### src/rtl/tri_pkg.sv
// Shared types for the triangle batch scheduler: fixed-point t type, its
// limit constants and the scheduler state encoding.
package tri_pkg;

  localparam int unsigned FIP_W    = 32;
  localparam int unsigned FIP_FRAC = 16;

  // Q16.16 signed fixed-point ray distance
  typedef logic signed [FIP_W-1:0] fip_t;

  localparam fip_t FIP_ONE = 32'sh0001_0000;
  localparam fip_t FIP_MAX = 32'sh7fff_ffff;
  localparam fip_t FIP_MIN = 32'sh8000_0000;

  typedef enum logic [1:0] {
    ST_IDLE  = 2'd0,
    ST_ISSUE = 2'd1,
    ST_DRAIN = 2'd2,
    ST_DONE  = 2'd3
  } sched_state_e;

endpackage

### src/rtl/hit_min_tree.sv
// Combinational LANES-way qualify-and-min reduction. A lane qualifies when it
// is valid, reports a hit and has non-negative t. The smallest signed t wins;
// equal t resolves to the lower triangle index regardless of lane position.
module hit_min_tree
  import tri_pkg::*;
#(
  parameter int unsigned LANES = 4,
  parameter int unsigned T_W   = 32,
  parameter int unsigned IDX_W = 32
) (
  input  logic [LANES-1:0]       i_valid,
  input  logic [LANES-1:0]       i_hit,
  input  logic [LANES*T_W-1:0]   i_t,
  input  logic [LANES*IDX_W-1:0] i_idx,
  output logic                   o_hit,
  output logic [T_W-1:0]         o_t,
  output logic [IDX_W-1:0]       o_idx
);

  localparam logic [T_W-1:0] T_MAX = {1'b0, {(T_W-1){1'b1}}};

  logic             best_hit;
  logic [T_W-1:0]   best_t;
  logic [IDX_W-1:0] best_idx;
  logic [T_W-1:0]   lane_t;
  logic [IDX_W-1:0] lane_idx;
  logic             lane_q;

  // Fold every lane into the running best candidate
  always_comb begin
    best_hit = 1'b0;
    best_t   = T_MAX;
    best_idx = '0;
    lane_t   = '0;
    lane_idx = '0;
    lane_q   = 1'b0;
    for (int i = 0; i < int'(LANES); i++) begin
      lane_t   = i_t[i*T_W +: T_W];
      lane_idx = i_idx[i*IDX_W +: IDX_W];
      lane_q   = i_valid[i] & i_hit[i] & ~lane_t[T_W-1];
      if (lane_q && (!best_hit ||
                     ($signed(lane_t) < $signed(best_t)) ||
                     ((lane_t == best_t) && (lane_idx < best_idx)))) begin
        best_hit = 1'b1;
        best_t   = lane_t;
        best_idx = lane_idx;
      end
    end
  end

  assign o_hit = best_hit;
  assign o_t   = best_t;
  assign o_idx = best_idx;

endmodule

### src/rtl/tri_batch_sched.sv
// Triangle batch scheduler: issues triangle fetch indices in descending order,
// bounds outstanding fetches, and min-reduces returning intersection results
// into a closest-hit {hit, t, index} record.
// Optional any-hit (shadow) mode is compiled in with TRI_SCHED_ANYHIT_EN.
module tri_batch_sched
  import tri_pkg::*;
#(
  parameter int unsigned LANES   = 4,
  parameter int unsigned T_W     = 32,
  parameter int unsigned IDX_W   = 32,
  parameter int unsigned MAX_OUT = 16
) (
  input  logic                   clk,
  input  logic                   reset,
  input  logic                   i_start,
  input  logic [IDX_W-1:0]       i_tri_cnt,
`ifdef TRI_SCHED_ANYHIT_EN
  input  logic                   i_anyhit,
`endif
  output logic                   o_busy,
  output logic                   o_rd_req,
  output logic [IDX_W-1:0]       o_rd_idx,
  input  logic                   i_rd_ready,
  input  logic [LANES-1:0]       i_res_valid,
  input  logic [LANES-1:0]       i_res_hit,
  input  logic [LANES*T_W-1:0]   i_res_t,
  input  logic [LANES*IDX_W-1:0] i_res_idx,
  output logic                   o_hit,
  output logic [T_W-1:0]         o_t,
  output logic [IDX_W-1:0]       o_tri_index,
  output logic                   o_finish
);

  localparam int unsigned CNT_W = $clog2(LANES + 1);
  localparam int unsigned IF_W  = $clog2(MAX_OUT) + 1;
  localparam logic [T_W-1:0] T_MAX = {1'b0, {(T_W-1){1'b1}}};

  sched_state_e     state_q;
  logic [IDX_W-1:0] rd_idx_q;
  logic [IDX_W-1:0] issued_q;
  logic [IDX_W-1:0] returned_q;
  logic [IF_W-1:0]  inflight_q;
  logic [IF_W-1:0]  inflight_d;
  logic             rd_req_q;
  logic             busy_q;
  logic             finish_q;

  logic             hit_q;
  logic [T_W-1:0]   t_q;
  logic [IDX_W-1:0] idx_q;

  logic             red_busy_q;
  logic             red_hit_q;
  logic [T_W-1:0]   red_t_q;
  logic [IDX_W-1:0] red_idx_q;

  logic             active_c;
  logic             start_c;
  logic             fire_c;
  logic             stop_c;
  logic             better_c;
  logic [LANES-1:0] res_vld_c;
  logic [CNT_W-1:0] pop_c;
  logic             tree_hit_c;
  logic [T_W-1:0]   tree_t_c;
  logic [IDX_W-1:0] tree_idx_c;

  assign active_c  = (state_q == ST_ISSUE) || (state_q == ST_DRAIN);
  assign start_c   = (state_q == ST_IDLE) && i_start;
  assign fire_c    = rd_req_q && i_rd_ready;
  assign res_vld_c = i_res_valid & {LANES{active_c}};

  // Number of results returning this cycle
  always_comb begin
    pop_c = '0;
    for (int i = 0; i < int'(LANES); i++) begin
      pop_c = pop_c + CNT_W'(res_vld_c[i]);
    end
  end

  assign inflight_d = inflight_q + IF_W'(fire_c) - IF_W'(pop_c);

`ifdef TRI_SCHED_ANYHIT_EN
  logic anyhit_q;

  // Any-hit mode is latched per batch at start
  always_ff @(posedge clk or posedge reset) begin
    if (reset) begin
      anyhit_q <= 1'b0;
    end else if (start_c) begin
      anyhit_q <= i_anyhit;
    end
  end

  assign stop_c = anyhit_q && red_hit_q;
`else
  assign stop_c = 1'b0;
`endif

  hit_min_tree #(
    .LANES (LANES),
    .T_W   (T_W),
    .IDX_W (IDX_W)
  ) u_hit_min_tree (
    .i_valid (res_vld_c),
    .i_hit   (i_res_hit),
    .i_t     (i_res_t),
    .i_idx   (i_res_idx),
    .o_hit   (tree_hit_c),
    .o_t     (tree_t_c),
    .o_idx   (tree_idx_c)
  );

  // Register the per-cycle lane reduction
  always_ff @(posedge clk or posedge reset) begin
    if (reset) begin
      red_busy_q <= 1'b0;
      red_hit_q  <= 1'b0;
      red_t_q    <= T_MAX;
      red_idx_q  <= '0;
    end else begin
      red_busy_q <= |res_vld_c;
      red_hit_q  <= tree_hit_c;
      red_t_q    <= tree_t_c;
      red_idx_q  <= tree_idx_c;
    end
  end

  assign better_c = red_hit_q &&
                    (!hit_q ||
                     ($signed(red_t_q) < $signed(t_q)) ||
                     ((red_t_q == t_q) && (red_idx_q < idx_q)));

  // Closest-hit accumulator, cleared at batch start
  always_ff @(posedge clk or posedge reset) begin
    if (reset) begin
      hit_q <= 1'b0;
      t_q   <= T_MAX;
      idx_q <= '0;
    end else if (start_c) begin
      hit_q <= 1'b0;
      t_q   <= T_MAX;
      idx_q <= '0;
    end else if (better_c) begin
      hit_q <= 1'b1;
      t_q   <= red_t_q;
      idx_q <= red_idx_q;
    end
  end

  // Batch control FSM with issue/return bookkeeping and registered handshake
  always_ff @(posedge clk or posedge reset) begin
    if (reset) begin
      state_q    <= ST_IDLE;
      rd_idx_q   <= '0;
      issued_q   <= '0;
      returned_q <= '0;
      inflight_q <= '0;
      rd_req_q   <= 1'b0;
      busy_q     <= 1'b0;
      finish_q   <= 1'b0;
    end else begin
      finish_q <= 1'b0;
      case (state_q)
        ST_IDLE: begin
          if (i_start) begin
            issued_q   <= '0;
            returned_q <= '0;
            inflight_q <= '0;
            if (i_tri_cnt != '0) begin
              state_q  <= ST_ISSUE;
              rd_idx_q <= i_tri_cnt - IDX_W'(1);
              rd_req_q <= 1'b1;
              busy_q   <= 1'b1;
            end else begin
              state_q  <= ST_DONE;
              finish_q <= 1'b1;
            end
          end
        end
        ST_ISSUE: begin
          inflight_q <= inflight_d;
          returned_q <= returned_q + IDX_W'(pop_c);
          if (fire_c) begin
            issued_q <= issued_q + IDX_W'(1);
            if (rd_idx_q != '0) begin
              rd_idx_q <= rd_idx_q - IDX_W'(1);
            end
          end
          if ((fire_c && (rd_idx_q == '0)) || stop_c) begin
            state_q  <= ST_DRAIN;
            rd_req_q <= 1'b0;
          end else begin
            rd_req_q <= (inflight_d < IF_W'(MAX_OUT));
          end
        end
        ST_DRAIN: begin
          inflight_q <= inflight_d;
          returned_q <= returned_q + IDX_W'(pop_c);
          if ((returned_q == issued_q) && !red_busy_q) begin
            state_q  <= ST_DONE;
            busy_q   <= 1'b0;
            finish_q <= 1'b1;
          end
        end
        ST_DONE: begin
          state_q <= ST_IDLE;
        end
        default: begin
          state_q <= ST_IDLE;
        end
      endcase
    end
  end

  assign o_busy      = busy_q;
  assign o_rd_req    = rd_req_q;
  assign o_rd_idx    = rd_idx_q;
  assign o_hit       = hit_q;
  assign o_t         = t_q;
  assign o_tri_index = idx_q;
  assign o_finish    = finish_q;

endmodule

### config.mk
export PLATFORM = sky130hd
export DESIGN_NAME = tri_batch_sched
export DESIGN_NICKNAME = d
export VERILOG_FILES = /design/src/rtl/tri_pkg.sv /design/src/rtl/hit_min_tree.sv /design/src/rtl/tri_batch_sched.sv
export SDC_FILE = /design/constraint.sdc
export NUM_CORES = 1
export LEC_CHECK = 0
export ABC_CLOCK_PERIOD_IN_PS = 11200
export CELL_PAD_IN_SITES_DETAIL_PLACEMENT = 1
export CELL_PAD_IN_SITES_GLOBAL_PLACEMENT = 2
export CORE_UTILIZATION = 31
export DETAILED_ROUTE_END_ITERATION = 12
export PLACE_DENSITY = 0.78
export SETUP_SLACK_MARGIN = 0.5
export SKIP_LAST_GASP = 1
export SYNTH_ARGS = -nofsm -noshare
export SYNTH_HDL_FRONTEND = slang
export SYNTH_SLANG_ARGS = --single-unit
### constraint.sdc
create_clock -name clk -period 11.2 [get_ports clk]
set_input_delay 1.68 -clock clk [delete_from_list [all_inputs] [get_ports clk]]
set_output_delay 1.68 -clock clk [all_outputs]
set_load 0.01 [all_outputs]
==> results.tsv, run 1 <==
metric	value	unit
rsz0062_at_grt	no	
finalMaxSlewViolations	0	
rr_worst_depth	42	
netlist_area	19700	um2
max_cap_viol_count	0	
synth.area.mux_share	0.0736	
die-width	254	um
worst-path-buf-inv	9	
first_global_vias	20075	
ys_types	80	
critPathSlowestCell	sky130_fd_sc_hd__clkdlybuf4s50_1	
synth-compound-area-share	0.163	
setup.worst_path.start	i_res_t[31]	
layout_commonest_cell	sky130_fd_sc_hd__clkdlybuf4s50_1	
part_of_the_yosys_area_used_for_sequential_elements	0.305	
prevailing_post_synth_register_cell	sky130_fd_sc_hd__dfrtp_1	
crit_path_end_kind	register	
yosys_warnings	0	
clk_latency	0.56	ns
synth_area_leaders	sky130_fd_sc_hd__dfrtp_1 (22%), sky130_fd_sc_hd__ha_1 (17%), sky130_fd_sc_hd__dfstp_2 (8.3%)	
least_margin_pin_slew	1.21	ns
die_y	254	um
wl	76.7	mm
synth_simple_gate_area_share	0.176	
combinational_family_with_the_most_area_after_synthesis	simple AND/OR/NAND/NOR gates	
p_leak	0.0121	uW
clock.fmax	96.9	MHz
pwr_density_cell	144	nW/um2
cts.root.buffer_cell	sky130_fd_sc_hd__clkbuf_16	
drtIter0Drc	767	
cts_inserted_buffers	26	
core_area	63000	um2
core.rowCount	92	
timing.slew.headroom	0.192	
clock_pin_slew_on_the_worst_setup_and_hold_paths	0.06	ns
wl_per_cell	21.2	um
wire_length_of_the_first_global_routing_pass	117	mm
post_synth_fa_ha_maj_area_fraction	0.174	
largest_delay_share_family_worst_path	compound AO/OA/AOI/OAI gates	
worstReg2RegEnd	red_t_q[0]	
start_util	0.313	
route.detailed.drc	0	
tns	0	ns
timing.final.crit_period	10.32	ns
instances_no_fill	3611	
final.period_utilization	0.921	
area.growth.synth_to_final	32.7	%
number_of_endpoints_with_negative_hold_slack_in_the_final_report	0	
worstPathArrival	10.79	ns
synth_enable_flop_cells	0	
postSynthCellCount	2310	
setup_viol	0	
length_of_the_first_detailed_routing_pass_in_iterations	7	
synth_top_cell_by_area	sky130_fd_sc_hd__dfrtp_1	
yosys.area_share.xor_xnor	0.0453	
grt_start_max_net_pins	97	
design.die.area	64700	um2
share_of_flip_flops_with_an_asynchronous_set_or_reset_after_synthesis	1.00	
dpl.hpwl	63.7	mm
timing.critical_path.required	11.67	ns
holdCritPathClass	register to register	
setup.worst_path.end	red_t_q[0]	
floorplan.io_pins	400	
netlist.area_leader.share	0.222	
ant_nets	0	
outcome	finished, final reports clean	
max_stage_delay	0.49	ns
grt_antenna_before_repair	16	
start_kind	input pin	
place.gp.congestion	0.911	
placement.io_buffers	399	
mean_instance_size_in_the_synthesized_netlist	8.54	um2
regToRegSetupSlack	1.56	ns
cts.path.max_buffers	3	
vias	18703	
tritoncts_clock_tree	done	
place_inst	3553	
number_of_flip_flops_and_latches_in_the_synthesized_netlist	237	
finish.utilization	0.416	
skew	0.0123	ns
worstReg2RegStart	state_q[1]	
crit_path_max_fanout	34	
design.final.nets	3313	
vdd_ir_drop_max	0.102	mV
hold_path.startpoint	inflight_q[2]	
layout-drive-gt1-share	0.0891	
crit_type	input pin to register	
cts.sink_count	237	
track_usage	0.233	
cts-htree-levels	1	
filler_cell_count	7401	
grt_remaining_overflow	0	
vias_per_cell	5.18	
worst-path-stages	41	
layout.cells.most_common_list	sky130_fd_sc_hd__clkdlybuf4s50_1 (399), sky130_fd_sc_hd__ha_1 (269), sky130_fd_sc_hd__inv_1 (224), sky130_fd_sc_hd__nand2_1 (194), sky130_fd_sc_hd__a21oi_1 (179)	
flip-flops by register name (all words and copies together) (netlist names), 2 cells and up:
name and flops:
red_t_q 32, o_tri_index 32, state_q 2, o_t 32
inflight_q 5, returned_q 32, o_rd_idx 32, red_idx_q 32
issued_q 32
cell usage after synthesis, types with 4 or more instances:
| library cell | number |
|---|---|
| sky130_fd_sc_hd__a2111oi_0 | 8 |
| sky130_fd_sc_hd__a211oi_1 | 10 |
| sky130_fd_sc_hd__a21o_1 | 45 |
| sky130_fd_sc_hd__a21oi_1 | 179 |
| sky130_fd_sc_hd__a22o_1 | 6 |
| sky130_fd_sc_hd__a31oi_1 | 6 |
| sky130_fd_sc_hd__and2_1 | 8 |
| sky130_fd_sc_hd__and3_1 | 11 |
| sky130_fd_sc_hd__and4_1 | 9 |
| sky130_fd_sc_hd__buf_1 | 5 |
| sky130_fd_sc_hd__buf_2 | 15 |
| sky130_fd_sc_hd__clkbuf_1 | 73 |
| sky130_fd_sc_hd__dfrtp_1 | 175 |
| sky130_fd_sc_hd__dfstp_2 | 62 |
| sky130_fd_sc_hd__ha_1 | 270 |
| sky130_fd_sc_hd__inv_1 | 225 |
| sky130_fd_sc_hd__mux2_2 | 5 |
| sky130_fd_sc_hd__mux2i_1 | 138 |
| sky130_fd_sc_hd__nand2_1 | 195 |
| sky130_fd_sc_hd__nand2b_1 | 10 |
| sky130_fd_sc_hd__nand3_1 | 89 |
| sky130_fd_sc_hd__nand4_1 | 64 |
| sky130_fd_sc_hd__nand4b_1 | 4 |
| sky130_fd_sc_hd__nor2_1 | 174 |
| sky130_fd_sc_hd__nor2b_1 | 18 |
| sky130_fd_sc_hd__nor3_1 | 54 |
| sky130_fd_sc_hd__nor3b_1 | 10 |
| sky130_fd_sc_hd__nor4_1 | 24 |
| sky130_fd_sc_hd__o211a_1 | 4 |
| sky130_fd_sc_hd__o211ai_1 | 39 |
| sky130_fd_sc_hd__o21a_1 | 11 |
| sky130_fd_sc_hd__o21ai_0 | 114 |
| sky130_fd_sc_hd__o22ai_1 | 19 |
| sky130_fd_sc_hd__o31ai_1 | 37 |
| sky130_fd_sc_hd__or2_2 | 8 |
| sky130_fd_sc_hd__or3_1 | 16 |
| sky130_fd_sc_hd__or4_1 | 5 |
| sky130_fd_sc_hd__xnor2_1 | 24 |
| sky130_fd_sc_hd__xor2_1 | 78 |
worst register-to-register path: cells and delay by family (launching register included):
kind                     cells  cell delay, ns
AND/OR/NAND/NOR             12            2.46
multiplexers                 2            0.63
flip-flops                   1            0.38
AO/OA/AOI/OAI               15            3.27
buffers and inverters        9            1.39
adder cells (fa/ha/maj)      4            1.44
area by class of cell:
type | instances | area (um2) | area share
flip-flops and latches | 237 | 6010 | 0.230
diodes | 5 | 12.5 | 0.000478
clock buffers | 35 | 747 | 0.0285
clock inverters | 13 | 113 | 0.00430
well taps | 846 | 1060 | 0.0404
multi-input cells | 1754 | 12600 | 0.481
inverters | 225 | 852 | 0.0326
repair buffers | 496 | 4790 | 0.183
metal layers:
| layer | wire (um) | GRT usage | share of wire |
|---|---|---|---|
| met5 | 150 | 0 | 0.0020 |
| met4 | 1910 | 0.0656 | 0.025 |
| met3 | 3580 | 0.0370 | 0.047 |
| met2 | 36600 | 0.393 | 0.48 |
| met1 | 34400 | 0.306 | 0.45 |
what timing repair did:
| action | in CTS | in global routing |
|---|---|---|
| pin swaps | 0 | 1 |
| setup endpoints to repair | 13 | 63 |
| hold buffers | 0 | 0 |
| gates resized for setup | 1 | 10 |
| gates cloned | 0 | 1 |
| buffers inserted | 0 | 4 |
metrics by stage:
stage	setup slack [ns]	power, uW	hold WS [ns]	instance area [um2]
after floorplan	1.34	2150	0.456	19700
final	0.880	3780	0.498	26200
after CTS	0.563	3820	0.505	26100
after detailed placement	-0.0975	2910	0.487	25200
after global routing	0.434	4040	0.538	26200
after global placement	0.137	2860	0.472	25200
worst min path at each step:
stage | slack, ns | endpoint | cells after the start
2_1_floorplan | 0.46 | inflight_q[2] | 2
3_3_place_gp | 0.47 | inflight_q[2] | 2
3_5_place_dp | 0.49 | inflight_q[2] | 2
6_report | 0.50 | inflight_q[2] | 2
4_1_cts | 0.50 | inflight_q[2] | 2
5_1_grt | 0.54 | o_t[21] | 2
report_power, final:
| part | leakage [uW] | switching [uW] | internal [uW] | total (uW) |
|---|---|---|---|---|
| Clock | 0.000424 | 385 | 495 | 880 |
| Sequential | 0.00288 | 196 | 1090 | 1290 |
| Combinational | 0.00882 | 830 | 779 | 1610 |
cells by family after synthesis:
| kind of cell | count (synthesis) |
|---|---|
| buffers and inverters | 321 |
| and+or+nand+nor | 715 |
| other | 2 |
| muxes | 144 |
| DFF | 237 |
| adders and majority gates | 273 |
| AOI/OAI and AO/OA | 516 |
| xor gates and xnor gates | 102 |
Note: power is estimated with default switching activity, not from simulation.
==> run 2, diff against run 1 <==
- PLACE_DENSITY: 0.78 -> 0.86
==> results.tsv, run 2 (same netlist as run 1, synthesis figures left out) <==
metric	value	unit
wire_length_on_met3	3.33	mm
cts.sink_count	237	
ant_nets	0	
core_area	63000	um2
timing.critical_path.required	11.67	ns
vias	18711	
total_power	3800	uW
finalMaxSlewViolations	0	
final.period_utilization	0.916	
worst-path-buf-inv	9	
holdBufCountCts	0	
design.die.area	64700	um2
area.growth.synth_to_final	32.2	%
vias_per_cell	5.23	
floorplan.io_pins	400	
p_int	2400	uW
layout-drive-gt1-share	0.0839	
start_kind	input pin	
route.detailed.drc	0	
power.share.sequential	0.336	
vdd_ir_drop_max	0.0940	mV
wl	75.4	mm
pwr_density_cell	146	nW/um2
rsz0062_at_grt	no	
swShare	0.370	
clock_power_share	0.239	
track_usage	0.229	
critPathSlowestCell	sky130_fd_sc_hd__or4_4	
p_leak	0.0120	uW
cts-htree-levels	1	
max_stage_delay	0.62	ns
postLayoutSetupSlackWorst	0.936	ns
drtIter0Drc	841	
start_util	0.313	
largest_delay_share_family_worst_path	compound AO/OA/AOI/OAI gates	
combinationalPowerShare	0.425	
routed.top_layer	met5	
grt_start_max_net_pins	88	
outcome	finished, final reports clean	
clk_latency	0.56	ns
grt_antenna_before_repair	14	
crit_path_end_kind	register	
first_global_vias	19970	
die-width	254	um
placement.io_buffers	399	
die_y	254	um
grt_remaining_overflow	0	
layout.cells.most_common_list	sky130_fd_sc_hd__clkdlybuf4s50_1 (399), sky130_fd_sc_hd__ha_1 (269), sky130_fd_sc_hd__inv_1 (224), sky130_fd_sc_hd__nand2_1 (194)	
skew	0.0148	ns
wl_per_cell	21.1	um
cts.path.max_buffers	3	
crit_type	input pin to register	
max_cap_viol_count	0	
timing.slew.headroom	0.225	
filler_cell_count	7375	
instances_no_fill	3578	
timing.final.crit_period	10.26	ns
routedLengthMet1	32.5	mm
setup_viol	0	
routed_length_on_met2	36.9	mm
length_of_the_first_detailed_routing_pass_in_iterations	5	
worstPathArrival	10.73	ns
place_inst	3523	
clock.fmax	97.4	MHz
core.rowCount	92	
place_ws	-0.330	ns
crit_path_max_fanout	30	
place.gp.congestion	0.925	
clock_pin_slew_on_the_worst_setup_and_hold_paths	0.06	ns
holdCritPathClass	register to register	
least_margin_pin_slew	1.16	ns
net-switching-power	1410	uW
tritoncts_clock_tree	done	
design.final.nets	3281	
wire_length_of_the_first_global_routing_pass	115	mm
cts.root.buffer_cell	sky130_fd_sc_hd__clkbuf_16	
dpl.hpwl	62.3	mm
most_frequent_cell_on_the_critical_path	sky130_fd_sc_hd__buf_12	
number_of_endpoints_with_negative_hold_slack_in_the_final_report	0	
cts_inserted_buffers	26	
layout_commonest_cell	sky130_fd_sc_hd__clkdlybuf4s50_1	
## run 2: cell types whose count changed in the layout (fill, tap and decap cells not counted), moves of 4 or more
cell                       before  now
sky130_fd_sc_hd__a21oi_1      179  175
sky130_fd_sc_hd__buf_12         4    9
sky130_fd_sc_hd__clkbuf_8       2    6
sky130_fd_sc_hd__a21oi_2        0    4
sky130_fd_sc_hd__clkinv_4       5    1
sky130_fd_sc_hd__mux2i_2        1    7
sky130_fd_sc_hd__mux2i_1      137  130
sky130_fd_sc_hd__buf_4         91   54
## run 2: final cells by class
type	count	area [um2]	area share
multi-input combinational	1755	12700	0.486
clock buffer	38	777	0.0298
inverter	225	852	0.0327
tap	846	1060	0.0406
antenna	4	10.0	0.000384
clock inverter	10	114	0.00437
timing repair buffer	463	4590	0.176
sequential	237	6010	0.230
## run 2: worst register-to-register path: cells and delay by family, from the launching register on
kind | cells | cell delay, ns
buf+inv | 9 | 1.43
flops | 1 | 0.36
mux | 2 | 0.54
simple gates | 9 | 2.20
fa+ha+maj | 4 | 1.32
compound gates | 18 | 3.72
## run 2: power by group through the flow
| stage | Clock [uW] | Combinational [uW] | Sequential [uW] |
|---|---|---|---|
| after floorplan | 0 | 879 | 1270 |
| after global placement | 0 | 1540 | 1290 |
| after detailed placement | 0 | 1610 | 1290 |
| after CTS | 938 | 1630 | 1280 |
| after global routing | 960 | 1800 | 1300 |
| final | 909 | 1620 | 1280 |
## run 2: per-stage QoR
stage                     TNS (ns)  utilization  instance area, um2  hold slack (ns)
after floorplan                  0            -               19700            0.456
after global placement           0        0.397               25000            0.475
after detailed placement    -13.17        0.397               25000            0.497
after CTS                        0        0.412               25900            0.499
after global routing             0        0.414               26100            0.516
final                            0        0.414               26100            0.497
## run 2: timing repair
action,CTS,global route
pin swaps,0,5
buffers inserted,0,2
setup endpoints to repair,61,63
cloned,0,1
resized for setup,4,25
## run 2: layer usage
metal,track usage,vias up
li1,-,9025
met1,0.285,9187
met2,0.398,362
met3,0.0379,119
met4,0.0750,18
met5,0,-
## run 2: path summary, 6_finish.rpt
| check | from | cells past startpoint | end | slack [ns] |
|---|---|---|---|---|
| setup / recovery | i_res_t[31] | 41 | red_t_q[18] | 0.94 |
| hold / removal | red_t_q[10] | 2 | o_t[10] | 0.50 |
| setup reg to reg | state_q[0] | 42 | red_t_q[18] | 1.53 |
| hold reg to reg | red_t_q[10] | 2 | o_t[10] | 0.50 |
| max in group asynchronous | reset | 3 | o_tri_index[4] | 8.07 |
| min in group asynchronous | reset | 2 | inflight_q[2] | 1.61 |
==> run 3, diff against run 2 <==
--- a/config.mk
+++ b/config.mk
@@ -6,10 +6,10 @@
 export NUM_CORES = 1
 export LEC_CHECK = 0
-export ABC_CLOCK_PERIOD_IN_PS = 11200
+export ABC_CLOCK_PERIOD_IN_PS = 8400
 export CELL_PAD_IN_SITES_DETAIL_PLACEMENT = 1
 export CELL_PAD_IN_SITES_GLOBAL_PLACEMENT = 2
-export CORE_UTILIZATION = 31
+export CORE_UTILIZATION = 28
 export DETAILED_ROUTE_END_ITERATION = 12
-export PLACE_DENSITY = 0.86
+export PLACE_DENSITY = 0.82
 export SETUP_SLACK_MARGIN = 0.5
 export SKIP_LAST_GASP = 1
==> constraint.sdc (replaced) <==
create_clock -name clk -period 8.4 [get_ports clk]
set_input_delay 1.26 -clock clk [delete_from_list [all_inputs] [get_ports clk]]
set_output_delay 1.26 -clock clk [all_outputs]
set_load 0.1 [all_outputs]
==> results.tsv, run 3 (same netlist as run 1, synthesis figures left out) <==
metric	value	unit
track_usage	0.219	
grt_antenna_before_repair	10	
wl_per_cell	20.6	um
crit_type	input pin to register	
critPathSlowestCell	sky130_fd_sc_hd__clkdlybuf4s50_1	
routed.top_layer	met5	
timing.final.crit_period	9.32	ns
worst_hold_slack_across_all_endpoints	0.508	ns
postLayoutSetupSlackWorst	-0.923	ns
floorplan.io_pins	400	
cts.sink_count	237	
wire_length_of_the_first_global_routing_pass	123	mm
regToRegSetupSlack	-0.64	ns
skew	0.0199	ns
max_stage_delay	0.42	ns
holdBufCountCts	0	
least_margin_pin_slew	1.18	ns
grt_start_max_net_pins	106	
vias	19784	
wire_length_on_met3	3.04	mm
net-switching-power	2990	uW
layout.cells.most_common_list	sky130_fd_sc_hd__clkdlybuf4s50_1 (397), sky130_fd_sc_hd__buf_4 (301), sky130_fd_sc_hd__ha_1 (257), sky130_fd_sc_hd__inv_1 (222), sky130_fd_sc_hd__nand2_1 (191)	
final.period_utilization	1.11	
outcome	finished, violations left	
total_power	6280	uW
layout-drive-gt1-share	0.195	
crit_path_max_fanout	13	
tritoncts_clock_tree	done	
power.share.sequential	0.271	
rsz0062_at_grt	yes	
routedLengthMet1	34.1	mm
ant_nets	0	
most_frequent_cell_on_the_critical_path	sky130_fd_sc_hd__buf_4	
wl	80.7	mm
setup_viol	63	
vias_per_cell	5.04	
largest_delay_share_family_worst_path	compound AO/OA/AOI/OAI gates	
timing.slew.headroom	0.212	
layout_commonest_cell	sky130_fd_sc_hd__clkdlybuf4s50_1	
routed_length_on_met2	41.3	mm
grt_remaining_overflow	0	
finish.utilization	0.419	
dpl.hpwl	66.4	mm
area.growth.synth_to_final	46.8	%
clock.fmax	107	MHz
p_int	3290	uW
placement.io_buffers	399	
failing_checks	setup timing	
combinationalPowerShare	0.535	
start_util	0.285	
die-width	267	um
cts.path.max_buffers	3	
pwr_density_cell	217	nW/um2
p_leak	0.0134	uW
length_of_the_first_detailed_routing_pass_in_iterations	5	
worstPathArrival	9.77	ns
design.die.area	71500	um2
clk_latency	0.57	ns
clock_power_share	0.193	
route.detailed.drc	0	
filler_cell_count	8075	
start_kind	input pin	
holdCritPathClass	register to register	
design.final.nets	3543	
first_global_vias	21577	
worst-path-buf-inv	16	
finalMaxSlewViolations	0	
drtIter0Drc	1020	
cts_inserted_buffers	27	
cts.root.buffer_cell	sky130_fd_sc_hd__clkbuf_16	
swShare	0.477	
clock_pin_slew_on_the_worst_setup_and_hold_paths	0.06	ns
vdd_ir_drop_max	0.167	mV
core.rowCount	96	
core_area	69200	um2
cts-htree-levels	1	
place.gp.congestion	0.917	
crit_path_end_kind	register	
timing.critical_path.required	8.84	ns
number_of_endpoints_with_negative_hold_slack_in_the_final_report	0	
max_cap_viol_count	0	
die_y	267	um
==> run 3: cell type report <==
cell class                      count  area [um2]  share of cell area
Tap cell                          931        1160              0.0402
Multi-Input combinational cell   1754       13300               0.458
Inverter                          225         852              0.0294
Timing Repair Buffer              725        6760               0.233
Clock buffer                       38         790              0.0273
Antenna cell                        5        12.5            0.000432
Sequential cell                   237        6010               0.207
Clock inverter                     11         108             0.00371
==> run 3: layer usage <==
| metal | global-route usage | up-vias |
|---|---|---|
| met2 | 0.401 | 372 |
| met1 | 0.267 | 9743 |
| met4 | 0.0639 | 10 |
| met5 | 0 | - |
| li1 | - | 9546 |
| met3 | 0.0262 | 113 |
==> run 3: worst paths after layout <==
path,from,endpoint,cells after the start
worst max-delay path,i_res_t[31],red_idx_q[6],48
min in group asynchronous,reset,o_tri_index[6],2
worst min register to register,red_t_q[27],o_t[27],2
worst max register to register,state_q[0],red_idx_q[6],50
worst min-delay path,red_t_q[27],o_t[27],2
max in group asynchronous,reset,o_rd_idx[30],3
==> run 3: timing repair <==
item / 4_1_cts / 5_1_grt
resized for setup: 46 / 81
cloned: 2 / 3
setup endpoints to repair: 63 / 63
pin swaps: 10 / 25
buffers inserted: 7 / 4
==> run 3: worst reg2reg max path: cells and delay by family (launching register included) <==
| family | cells | cell delay (ns) |
|---|---|---|
| buf+inv | 17 | 2.41 |
| fa+ha+maj | 4 | 1.08 |
| simple gates | 11 | 1.58 |
| compound gates | 16 | 3.15 |
| flops | 1 | 0.35 |
| mux | 2 | 0.36 |
==> run 3: power groups by stage <==
stage	sequential [uW]	combinational [uW]	clock, uW
CTS	1710	3350	1250
floorplan	2740	1190	0
finish	1700	3360	1210
detailed placement	1730	3300	0
global placement	1720	3200	0
global route	1740	3600	1290
==> run 3: per-stage QoR <==
| stage | setup slack, ns | instances | TNS [ns] | cell area, um2 |
|---|---|---|---|---|
| finish | -0.923 | 3926 | -55.34 | 29000 |
| global route | -1.32 | 3926 | -79.59 | 29000 |
| CTS | -0.786 | 3914 | -45.79 | 28400 |
| detailed placement | -1.80 | 3856 | -109.07 | 27200 |
| global placement | -1.53 | 3856 | -92.00 | 27200 |
| floorplan | -0.0832 | 2312 | -2.70 | 20100 |
